`src/rtl/axis_s2mm_arbiter.sv`:
```
// Frame-granular two-source AXI4-Stream arbiter with word/frame counters for the S2MM sink.
// Define AXIS_ARB_FIXED_PRIO_EN for fixed priority (source 0 wins); default is round-robin.
module axis_s2mm_arbiter #(
   parameter int unsigned C_DATA_WIDTH = 32
) (
   input  logic                    aclk,
   input  logic                    areset,
   output logic                    s0_axis_tready,
   input  logic [C_DATA_WIDTH-1:0] s0_axis_tdata,
   input  logic                    s0_axis_tvalid,
   input  logic                    s0_axis_tlast,
   output logic                    s1_axis_tready,
   input  logic [C_DATA_WIDTH-1:0] s1_axis_tdata,
   input  logic                    s1_axis_tvalid,
   input  logic                    s1_axis_tlast,
   input  logic                    m_axis_tready,
   output logic [C_DATA_WIDTH-1:0] m_axis_tdata,
   output logic                    m_axis_tvalid,
   output logic                    m_axis_tlast,
   input  logic                    clr_cnt,
   output logic                    busy,
   output logic                    grant_id,
   output logic                    last_src,
   output logic [31:0]             cnt_words,
   output logic [31:0]             cnt_frames
);

   localparam int unsigned CNT_W = 32;

   typedef enum logic {
      S_IDLE  = 1'b0,
      S_GRANT = 1'b1
   } state_t;

   state_t             state_q, state_d;
   logic               grant_q, grant_d;
   logic               busy_q, busy_d;
   logic               pref_q, pref_d;
   logic               last_src_q, last_src_d;
   logic [CNT_W-1:0]   cnt_words_q, cnt_words_d;
   logic [CNT_W-1:0]   cnt_frames_q, cnt_frames_d;
   logic               hs;
   logic               hs_last;

   assign hs      = m_axis_tvalid & m_axis_tready;
   assign hs_last = hs & m_axis_tlast;

   // State register and registered status/counters
   always_ff @(posedge aclk or posedge areset) begin
      if (areset) begin
         state_q      <= S_IDLE;
         grant_q      <= 1'b0;
         busy_q       <= 1'b0;
         pref_q       <= 1'b0;
         last_src_q   <= 1'b0;
         cnt_words_q  <= '0;
         cnt_frames_q <= '0;
      end else begin
         state_q      <= state_d;
         grant_q      <= grant_d;
         busy_q       <= busy_d;
         pref_q       <= pref_d;
         last_src_q   <= last_src_d;
         cnt_words_q  <= cnt_words_d;
         cnt_frames_q <= cnt_frames_d;
      end
   end

   // Next-state: pick a source in idle, release the grant on the tlast handshake
   always_comb begin
      state_d = state_q;
      grant_d = grant_q;
      unique case (state_q)
         S_IDLE: begin
            if (s0_axis_tvalid && s1_axis_tvalid) begin
               state_d = S_GRANT;
               grant_d = pref_q;
            end else if (s0_axis_tvalid) begin
               state_d = S_GRANT;
               grant_d = 1'b0;
            end else if (s1_axis_tvalid) begin
               state_d = S_GRANT;
               grant_d = 1'b1;
            end
         end
         S_GRANT: begin
            if (hs_last) begin
               state_d = S_IDLE;
            end
         end
         default: state_d = S_IDLE;
      endcase
      busy_d = (state_d == S_GRANT);
   end

   // Bookkeeping: preference, last source and counters; clear beats a coincident increment
   always_comb begin
      pref_d       = pref_q;
      last_src_d   = last_src_q;
      cnt_words_d  = cnt_words_q;
      cnt_frames_d = cnt_frames_q;
      if (hs_last) begin
         last_src_d = grant_q;
`ifdef AXIS_ARB_FIXED_PRIO_EN
         pref_d     = 1'b0;
`else
         pref_d     = ~grant_q;
`endif
      end
      if (clr_cnt) begin
         cnt_words_d  = '0;
         cnt_frames_d = '0;
      end else begin
         if (hs) begin
            cnt_words_d = cnt_words_q + CNT_W'(1);
         end
         if (hs_last) begin
            cnt_frames_d = cnt_frames_q + CNT_W'(1);
         end
      end
   end

   // Output: combinational pass-through of the granted source
   always_comb begin
      m_axis_tdata   = '0;
      m_axis_tvalid  = 1'b0;
      m_axis_tlast   = 1'b0;
      s0_axis_tready = 1'b0;
      s1_axis_tready = 1'b0;
      if (state_q == S_GRANT) begin
         if (grant_q) begin
            m_axis_tdata   = s1_axis_tdata;
            m_axis_tvalid  = s1_axis_tvalid;
            m_axis_tlast   = s1_axis_tlast;
            s1_axis_tready = m_axis_tready;
         end else begin
            m_axis_tdata   = s0_axis_tdata;
            m_axis_tvalid  = s0_axis_tvalid;
            m_axis_tlast   = s0_axis_tlast;
            s0_axis_tready = m_axis_tready;
         end
      end
   end

   assign busy       = busy_q;
   assign grant_id   = grant_q;
   assign last_src   = last_src_q;
   assign cnt_words  = cnt_words_q;
   assign cnt_frames = cnt_frames_q;

endmodule

```
`config.mk`:
```
export PLATFORM = sky130hd
export DESIGN_NAME = axis_s2mm_arbiter
export DESIGN_NICKNAME = d
export VERILOG_FILES = /design/src/rtl/axis_s2mm_arbiter.sv
export SDC_FILE = /design/constraint.sdc
export NUM_CORES = 1
export LEC_CHECK = 0
export CORE_ASPECT_RATIO = 0.9
export CORE_MARGIN = 10
export CORE_UTILIZATION = 38
export DETAILED_ROUTE_END_ITERATION = 10
export PLACE_DENSITY_LB_ADDON = 0.08
export SYNTH_ARGS = -nofsm -noshare
export SYNTH_HDL_FRONTEND = slang
export SYNTH_SLANG_ARGS = --single-unit
```
`constraint.sdc`:
```
create_clock -name aclk -period 2.3 [get_ports aclk]
set_clock_uncertainty 0.05 [all_clocks]
set_input_delay 0.46 -clock aclk [delete_from_list [all_inputs] [get_ports aclk]]
set_output_delay 0.46 -clock aclk [all_outputs]
set_load 0.005 [all_outputs]
```
Word-level counts from Yosys, hierarchy flattened --
Cells that the tools add are included.
Word-level totals: flip-flop bits (word level) 68, input port bits 72, output and inout port bits 103, logic and storage cells 39
Cells by class: add/subtract/negate cells 2, muxes and demuxes 22, bitwise operators 4, reduce and logical (&&, ||, !) cells 5
Operators by type and width (number):
- 32-bit two-way mux | 6
- 32-bit by 1-bit adder with 32-bit output, second input constant | 2
- 1-bit two-way mux | 15
- 2-bit nonzero test | 2
- 3-bit nonzero test | 1
- 1-bit AND | 2
- 1-bit NOT | 2
- 1-bit case mux with 2 select lines | 1
- 2-bit AND reduction | 1
- 1-bit logical AND | 1

Longest topological paths before layout --
Gate-level depths: netlist of run 1.
word-level depth 6, depth in mapped cells 7, mapped depth without buffers 6

Worst setup path before layout of run 1 --
No wires, ideal clock.
path type register to output, from register grant_q, in the netlist grant_id, to output port m_axis_tdata[10], arrival time 1.651 ns, required time 1.790 ns, slack 0.139 ns, cell stages (with the launch flop) 6, path through dfrtp_1 -> buf_4 -> clkbuf_1 -> clkbuf_1 -> mux2i_1 -> nor2_1
Between the ends: word-level cells in the longest chain between the ends 2
RTL lines:
- start: declaration | RTL line 36 | logic grant_q, grant_d;
- start signal: assignment | RTL line 60 | grant_q <= grant_d;
- 32-bit two-way mux | RTL line 131 | if (grant_q) begin
- 32-bit two-way mux | RTL line 130 | if (state_q == S_GRANT) begin
- end: declaration | RTL line 17 | output logic [C_DATA_WIDTH-1:0] m_axis_tdata,
Every way passes these cells.

Worst setup path in the final report of run 1 --
from input port s1_axis_tlast, to output port m_axis_tlast
Between the ends: word-level cells in the longest chain between the ends 2
RTL lines:
- start: declaration | RTL line 15 | input logic s1_axis_tlast,
- 1-bit two-way mux | RTL line 131
- 1-bit two-way mux | RTL line 130
- end: declaration | RTL line 19 | output logic m_axis_tlast,
Every way passes these cells.

==> summary.md, run 1 <==
| Metric | Value |
|---|---|
| Htree depth | `3` |
| Gr usage total | `0.174` |
| Run status | `completed` |
| Syn Area/Cell | `8.97 µm²` |
| Layout area overhead | `63.8%` |
| Crit-path max FO | `4` |
| Worst setup SP type | `primary input` |
| Leakage | `2.93 nW` |
| Vias in the first global route | `3923` |
| Design area | `6420 µm²` |
| Sequential fraction of the synthesis area | `0.434` |
| Synth area leaders | `dfrtp_1 43%, nor2_1 9.7%, mux2i_1 8.7%` |
| Worst Tran Pin Value | `0.489 ns` |
| Post-Synthesis Net Count | `511` |
| Fin nets | `711` |
| Clock root buffer | `clkbuf_16` |
| Crit path time final | `2.30 ns` |
| Clock buffer count from CTS | `9` |
| Area share of the largest cell type after synthesis | `0.434` |
| Ports | `175` |
| Clk slew on worst S/H paths | `0.05 ns` |
| Final setup fails | `0` |
| Max Clk Rate | `0.435 GHz` |
| Slew HR | `0.671` |
| WL final | `13400 µm` |
| Worst hold path class | `in2async` |
| Hold_ws | `0.403 ns` |
| Maximum Capacitance Violations | `0` |
| Core area | `10200 µm²` |
| Period utilisation layout | `0.999` |
| First-pass GRT wire length | `20900 µm` |
| Mapped Area | `3920 µm²` |
| Clock buffer depth | `2` |
| Grt ovf | `0` |
| Slowest-stage cell, CP | `clkdlybuf4s50_1` |
| CTS tree | `done` |
| Clock Sinks | `68` |
| Pre-CTS WS | `-0.200 ns` |
| EDFF count, synth | `0` |
| Die height | `116 µm` |
| Setup ws final | `0.00194 ns` |
| Row Count | `35` |
| Detail-routed via count per cell | `5.03` |
| Post-Syn Instances | `437` |
| Crit Path Class | `in2out` |
| Crit. End Element | `output pin` |
| Drt wl/cell | `17.4 µm` |
| Initial Utilization | `0.386` |
| Placed inst area | `6030 µm²` |
| Final HPWL DP | `10300 µm` |
| FF+latch count, synth | `68` |
| Synth unique cells | `34` |
| Power per Cell Area | `639 nW/µm²` |
| Asr flop ratio synth | `1.00` |
| Clk Latency, worst-skew pair | `0.33 ns` |
| Synth top cells by count | `101 x nor2_1, 68 x dfrtp_1, 34 x mux2i_1` |
| # DRC | `0` |
| CP Data Arrival Time | `1.79 ns` |
| DR pass1 iterations | `4` |
| Post-DRT Antenna Nets | `0` |
| Synth Warn # | `0` |
| Pwr Total | `0.00411 W` |
| Final Slew Violations | `0` |
| Largest net degree at the start of global routing | `33` |
| Unrepaired setup endpoints after global routing | `yes` |
| Crit-path cells | `clkdlybuf4s50_1 > mux2i_4 > nor2_1 > clkdlybuf4s50_1` |
| Port bufs | `174` |
| Initial antenna violation count | `0` |
| Layout cell share with drive strength beyond 1 | `0.0983` |
| Most common cell in the netlist | `nor2_1` |
| Fin. Hold Viols | `0` |
| DIE AREA | `14800 µm²` |
| Peak supply drop | `363 µV` |
| Crit-path max cell delay | `0.53 ns` |
| Diode count | `0` |
| Via count | `3870` |
| First DRT Iteration DRCs | `250` |
| Routability cong. | `0.820` |
| Prevailing post-synth register cell | `dfrtp_1` |
| Die width | `127 µm` |
| Synth area leader | `dfrtp_1` |
| Most used cell, CP | `clkdlybuf4s50_1` |
| Critical path required time | `1.79 ns` |
## registers in the layout, summed over array words and instances (netlist names)
| register | flops |
|---|---|
| busy | 1 |
| last_src | 1 |
| grant_id | 1 |
| cnt_frames | 32 |
| pref_q | 1 |
| cnt_words | 32 |
## what timing repair did
item	in CTS	in global routing
pin swaps	0	0
buffers inserted	1	1
hold buffers	0	0
cloned	0	0
setup endpoints to repair	36	33
resized for setup	9	31
hold endpoints to repair	0	0
## cell type report
type,count,area (µm²)
sequential,68,1700
inverter,9,33.8
multi-input combinational,338,2110
fill,881,3730
tap,129,161
clock buffer,13,260
timing repair buffer,211,2150
clock inverter,2,10.0
## cells in the final DEF, fill, tap and decap left out, types with 6 or more instances in the layout
| cell | n |
|---|---|
| a21oi_1 | 8 |
| and3_1 | 6 |
| and4_1 | 7 |
| buf_4 | 32 |
| clkbuf_16 | 9 |
| clkdlybuf4s50_1 | 141 |
| dfrtp_1 | 67 |
| dlymetal6s2s_1 | 29 |
| inv_1 | 8 |
| mux2i_1 | 33 |
| nand2_1 | 21 |
| nand3_1 | 27 |
| nand4_1 | 18 |
| nor2_1 | 101 |
| nor3_1 | 15 |
| nor4_1 | 11 |
| o21ai_0 | 7 |
| or3_1 | 6 |
| xnor2_1 | 29 |
| xor2_1 | 26 |
## final timing paths
path,slack (ns),end,cells past startpoint,startpoint
max in group asynchronous,1.24,cnt_words[1]$_DFFE_PP0P_,3,areset
min reg2reg,0.44,pref_q$_DFFE_PP0P_,2,pref_q$_DFFE_PP0P_
max reg2reg,0.08,cnt_frames[13]$_DFFE_PP0P_,6,grant_id$_DFFE_PP0P_
min in group aclk,0.44,pref_q$_DFFE_PP0P_,2,pref_q$_DFFE_PP0P_
min,0.40,cnt_words[26]$_DFFE_PP0P_,2,areset
max,0.002,m_axis_tlast,4,s1_axis_tlast
## metrics by stage
step / cells / utilization / TNS (ns)
6_report: 770 / 0.632 / 0
5_1_grt: 770 / 0.632 / -0.339
4_1_cts: 769 / 0.624 / -0.441
3_5_place_dp: 753 / 0.594 / -2.33
3_3_place_gp: 753 / 0.594 / -1.72
2_1_floorplan: 437 / - / 0
## logic make-up after synthesis
group,synth area share
simple gates,0.282
flops,0.434
xor+xnor,0.123
mux,0.0989
buf+inv,0.0309
compound gates,0.0249
fa+ha+maj,0.00638
## where the power goes
part	total [W]	internal, W	switching [W]
clock network	0.00126	0.000778	0.000480
registers	0.00130	0.00124	0.0000586
logic	0.00155	0.000902	0.000648
## worst max-delay path: cells and delay by family
| kind | cells | cell delay, ns |
|---|---|---|
| simple gates | 1 | 0.17 |
| buf+inv | 2 | 1.03 |
| mux | 1 | 0.12 |
## routing by layer
metal | part of all wire | global-route usage | up-vias | wire length (µm)
met5 | 0 | 0 | - | 0
met4 | 0.0081 | 0.0425 | 0 | 109
met3 | 0.060 | 0.0631 | 8 | 799
met2 | 0.52 | 0.286 | 93 | 6920
met1 | 0.42 | 0.213 | 1865 | 5600
li1 | - | - | 1904 | -
Power figures use the tool's default switching activity.
==> run 2: changes to the inputs <==
Settings changed: PLACE_DENSITY_LB_ADDON 0.08 to 0.3, SLEW_MARGIN set to 20.
==> run 2 against run 1 <==
Clock-buffer cell count is 2 lower. Non-clock buffer count is 5 lower. Fmax is 3.0% higher. Sequential share of layout area hardly changed. Cell area hardly changed. Highest routed layer unchanged.
==> summary.md, run 2 (synthesis gave the netlist of run 1 again) <==
| Metric | Value |
|---|---|
| Final Slew Violations | `0 (unchanged)` |
| Logic gate share of total power | `0.358 (-0.019)` |
| Reg2reg end | `cnt_frames[25]$_DFFE_PP0P_` |
| CP Capture Point | `m_axis_tlast` |
| Clock buffer depth | `2 (unchanged)` |
| CP Data Arrival Time | `1.72 ns (-0.07 ns)` |
| Row Count | `35 (unchanged)` |
| Period utilisation layout | `0.970 (-0.0289)` |
| Fin nets | `706 (-0.70%)` |
| Buf+Inv Stages, Crit Path | `2 (unchanged)` |
| Clock Sinks | `68 (unchanged)` |
| Leakage | `2.87 nW (-1.8%)` |
| Worst setup SP type | `primary input` |
| Port bufs | `174 (unchanged)` |
| Clock buffer count from CTS | `9 (unchanged)` |
| Clock network fraction of total power | `0.344 (+0.038)` |
| Worst Tran Pin Value | `0.440 ns (-0.0499 ns)` |
| Htree depth | `3 (unchanged)` |
| Routability cong. | `0.847 (+3.2%)` |
| Crit-path cells | `clkdlybuf4s50_1 > mux2i_4 > nor2_4 > clkdlybuf4s50_1` |
| Peak supply drop | `339 µV (-6.5%)` |
| Hold Startpoint | `clr_cnt` |
| CTS tree | `done` |
| Final setup fails | `0 (unchanged)` |
| Crit-path max FO | `4 (unchanged)` |
| Max Clk Rate | `0.448 GHz (+3.0%)` |
| Run status | `completed` |
| RR Startpoint | `grant_id$_DFFE_PP0P_` |
| Critical Path Start | `s1_axis_tlast` |
| First DRT Iteration DRCs | `252 (+0.80%)` |
| Filler Cells Inserted | `866 (-1.7%)` |
| Crit-path max cell delay | `0.51 ns (-0.02 ns)` |
| Most frequent cells in the layout | `142 x clkdlybuf4s50_1, 100 x nor2_1, 66 x dfrtp_1` |
| DR pass1 iterations | `4 (unchanged)` |
| Sequential power share | `0.298 (-0.018)` |
| Largest net degree at the start of global routing | `69 (+110%)` |
| Die height | `116 µm (unchanged)` |
| Gr usage total | `0.175 (+0.000943)` |
| Final design utilization | `0.633 (about the same)` |
| Sw Ratio | `0.290 (+0.00147)` |
| Post-DRT Antenna Nets | `0 (unchanged)` |
| Power per Cell Area | `676 nW/µm² (+5.8%)` |
| Fin. Hold Viols | `0 (unchanged)` |
| Switching power | `0.00126 W (+6.4%)` |
| Core area | `10200 µm² (unchanged)` |
| DIE AREA | `14800 µm² (unchanged)` |
| Crit path time final | `2.23 ns (-0.0664 ns)` |
| Most used cell, CP | `clkdlybuf4s50_1` |
| Initial antenna violation count | `0 (unchanged)` |
| Ports | `175 (unchanged)` |
| Via count | `3945 (+1.9%)` |
| Drt wl/cell | `17.8 µm (+1.8%)` |
| # DRC | `0 (unchanged)` |
| Diode count | `0 (unchanged)` |
| Maximum Capacitance Violations | `0 (unchanged)` |
| Critical path depth in cells | `4 (unchanged)` |
| Clk Latency, worst-skew pair | `0.33 ns (about the same)` |
| Clk slew on worst S/H paths | `0.06 ns (about the same)` |
| Worst hold path class | `in2reg` |
| Unrepaired setup endpoints after global routing | `no` |
| First-pass GRT wire length | `21100 µm (+1.0%)` |
| Hold buffer count at CTS | `0 (unchanged)` |
| Detail-routed via count per cell | `5.15 (+2.5%)` |
| Grt ovf | `0 (unchanged)` |
| Slack of the worst reg-to-reg path | `0.13 ns (+0.05 ns)` |
| Initial Utilization | `0.386 (unchanged)` |
| Slew HR | `0.704 (+0.0335)` |
| Pint | `0.00309 W (+5.6%)` |
| Layout cell share with drive strength beyond 1 | `0.0973 (-0.000953)` |
| Design area | `6430 µm² (about the same)` |
| Slowest-stage cell, CP | `clkdlybuf4s50_1` |
| Clock root buffer | `clkbuf_16` |
| Final HPWL DP | `10300 µm (-0.22%)` |
| Placed inst area | `6010 µm² (-0.41%)` |
| Critical path required time | `1.79 ns (about the same)` |
| Most common cell after layout, fill and taps aside | `clkdlybuf4s50_1` |
| Hold_ws | `0.445 ns (+0.0420 ns)` |
| Layout area overhead | `64.0% (about the same)` |
| Post-route non-filler standard cell count | `766 (-0.52%)` |
| FF-to-FF path depth | `7 (+1)` |
| Crit Path Class | `in2out` |
| Crit. End Element | `output pin` |
| Family with the most delay on the worst path | `buffers and inverters` |
| Die width | `127 µm (unchanged)` |
| Placed cells | `748 (-0.66%)` |
| WL final | `13600 µm (+1.3%)` |
| Vias in the first global route | `4061 (+3.5%)` |
run 2: cell count changes in the layout (fill, tap and decap cells not counted), sizes merged, moves of 2 or more:
| cell | previous run | this run |
|---|---|---|
| buf | 38 | 33 |
| bufinv | 0 | 2 |
| clkbuf | 13 | 11 |
| dlygate4sd2 | 3 | 7 |
| dlymetal6s2s | 29 | 24 |
run 2: what timing repair did:
item	CTS	global route
gates resized for setup	12	28
setup endpoints to repair	35	26
buffers inserted	2	0
run 2: cell type report:
cell class              count  area, µm²  area share
well taps                 129        161      0.0251
clock inverters             5       85.1      0.0132
inverters                   9       33.8     0.00525
clock buffers              11        233      0.0362
multi-input cells         338       2120       0.330
repair buffers            206       2090       0.325
flip-flops and latches     68       1700       0.265
run 2: how the worst min path moves through the flow:
| stage | endpoint | slack [ns] | cells after the start |
|---|---|---|---|
| 2_1_floorplan | pref_q$_DFFE_PP0P_ | 0.40 | 2 |
| 4_1_cts | cnt_frames[18]$_DFFE_PP0P_ | 0.44 | 2 |
| 3_5_place_dp | pref_q$_DFFE_PP0P_ | 0.44 | 2 |
| 5_1_grt | cnt_frames[24]$_DFFE_PP0P_ | 0.47 | 2 |
| 6_report | cnt_frames[18]$_DFFE_PP0P_ | 0.45 | 2 |
| 3_3_place_gp | pref_q$_DFFE_PP0P_ | 0.42 | 2 |
run 2: power groups by stage:
| stage | registers (W) | logic, W | clock network (W) |
|---|---|---|---|
| after global routing | 0.00130 | 0.00167 | 0.00157 |
| after CTS | 0.00129 | 0.00160 | 0.00152 |
| after floorplan | 0.00129 | 0.000683 | 0 |
| after detailed placement | 0.00131 | 0.00157 | 0 |
| after global placement | 0.00131 | 0.00156 | 0 |
| final | 0.00130 | 0.00156 | 0.00150 |
run 2: metrics by stage:
step                      worst slack, ns  total power, W  TNS, ns
after global routing             0.000993         0.00454        0
after global placement             -0.161         0.00287   -0.750
after CTS                          0.0127         0.00441        0
after floorplan                    0.0785         0.00197        0
after detailed placement           -0.184         0.00289    -1.06
final                              0.0683         0.00435        0
run 2: routing by layer:
| layer | global-route usage | vias to the layer above | routed length, µm |
|---|---|---|---|
| met2 | 0.301 | 121 | 7060 |
| met5 | 0 | - | 0 |
| met1 | 0.208 | 1899 | 5420 |
| li1 | - | 1905 | - |
| met4 | 0.0485 | 0 | 239 |
| met3 | 0.0531 | 20 | 886 |
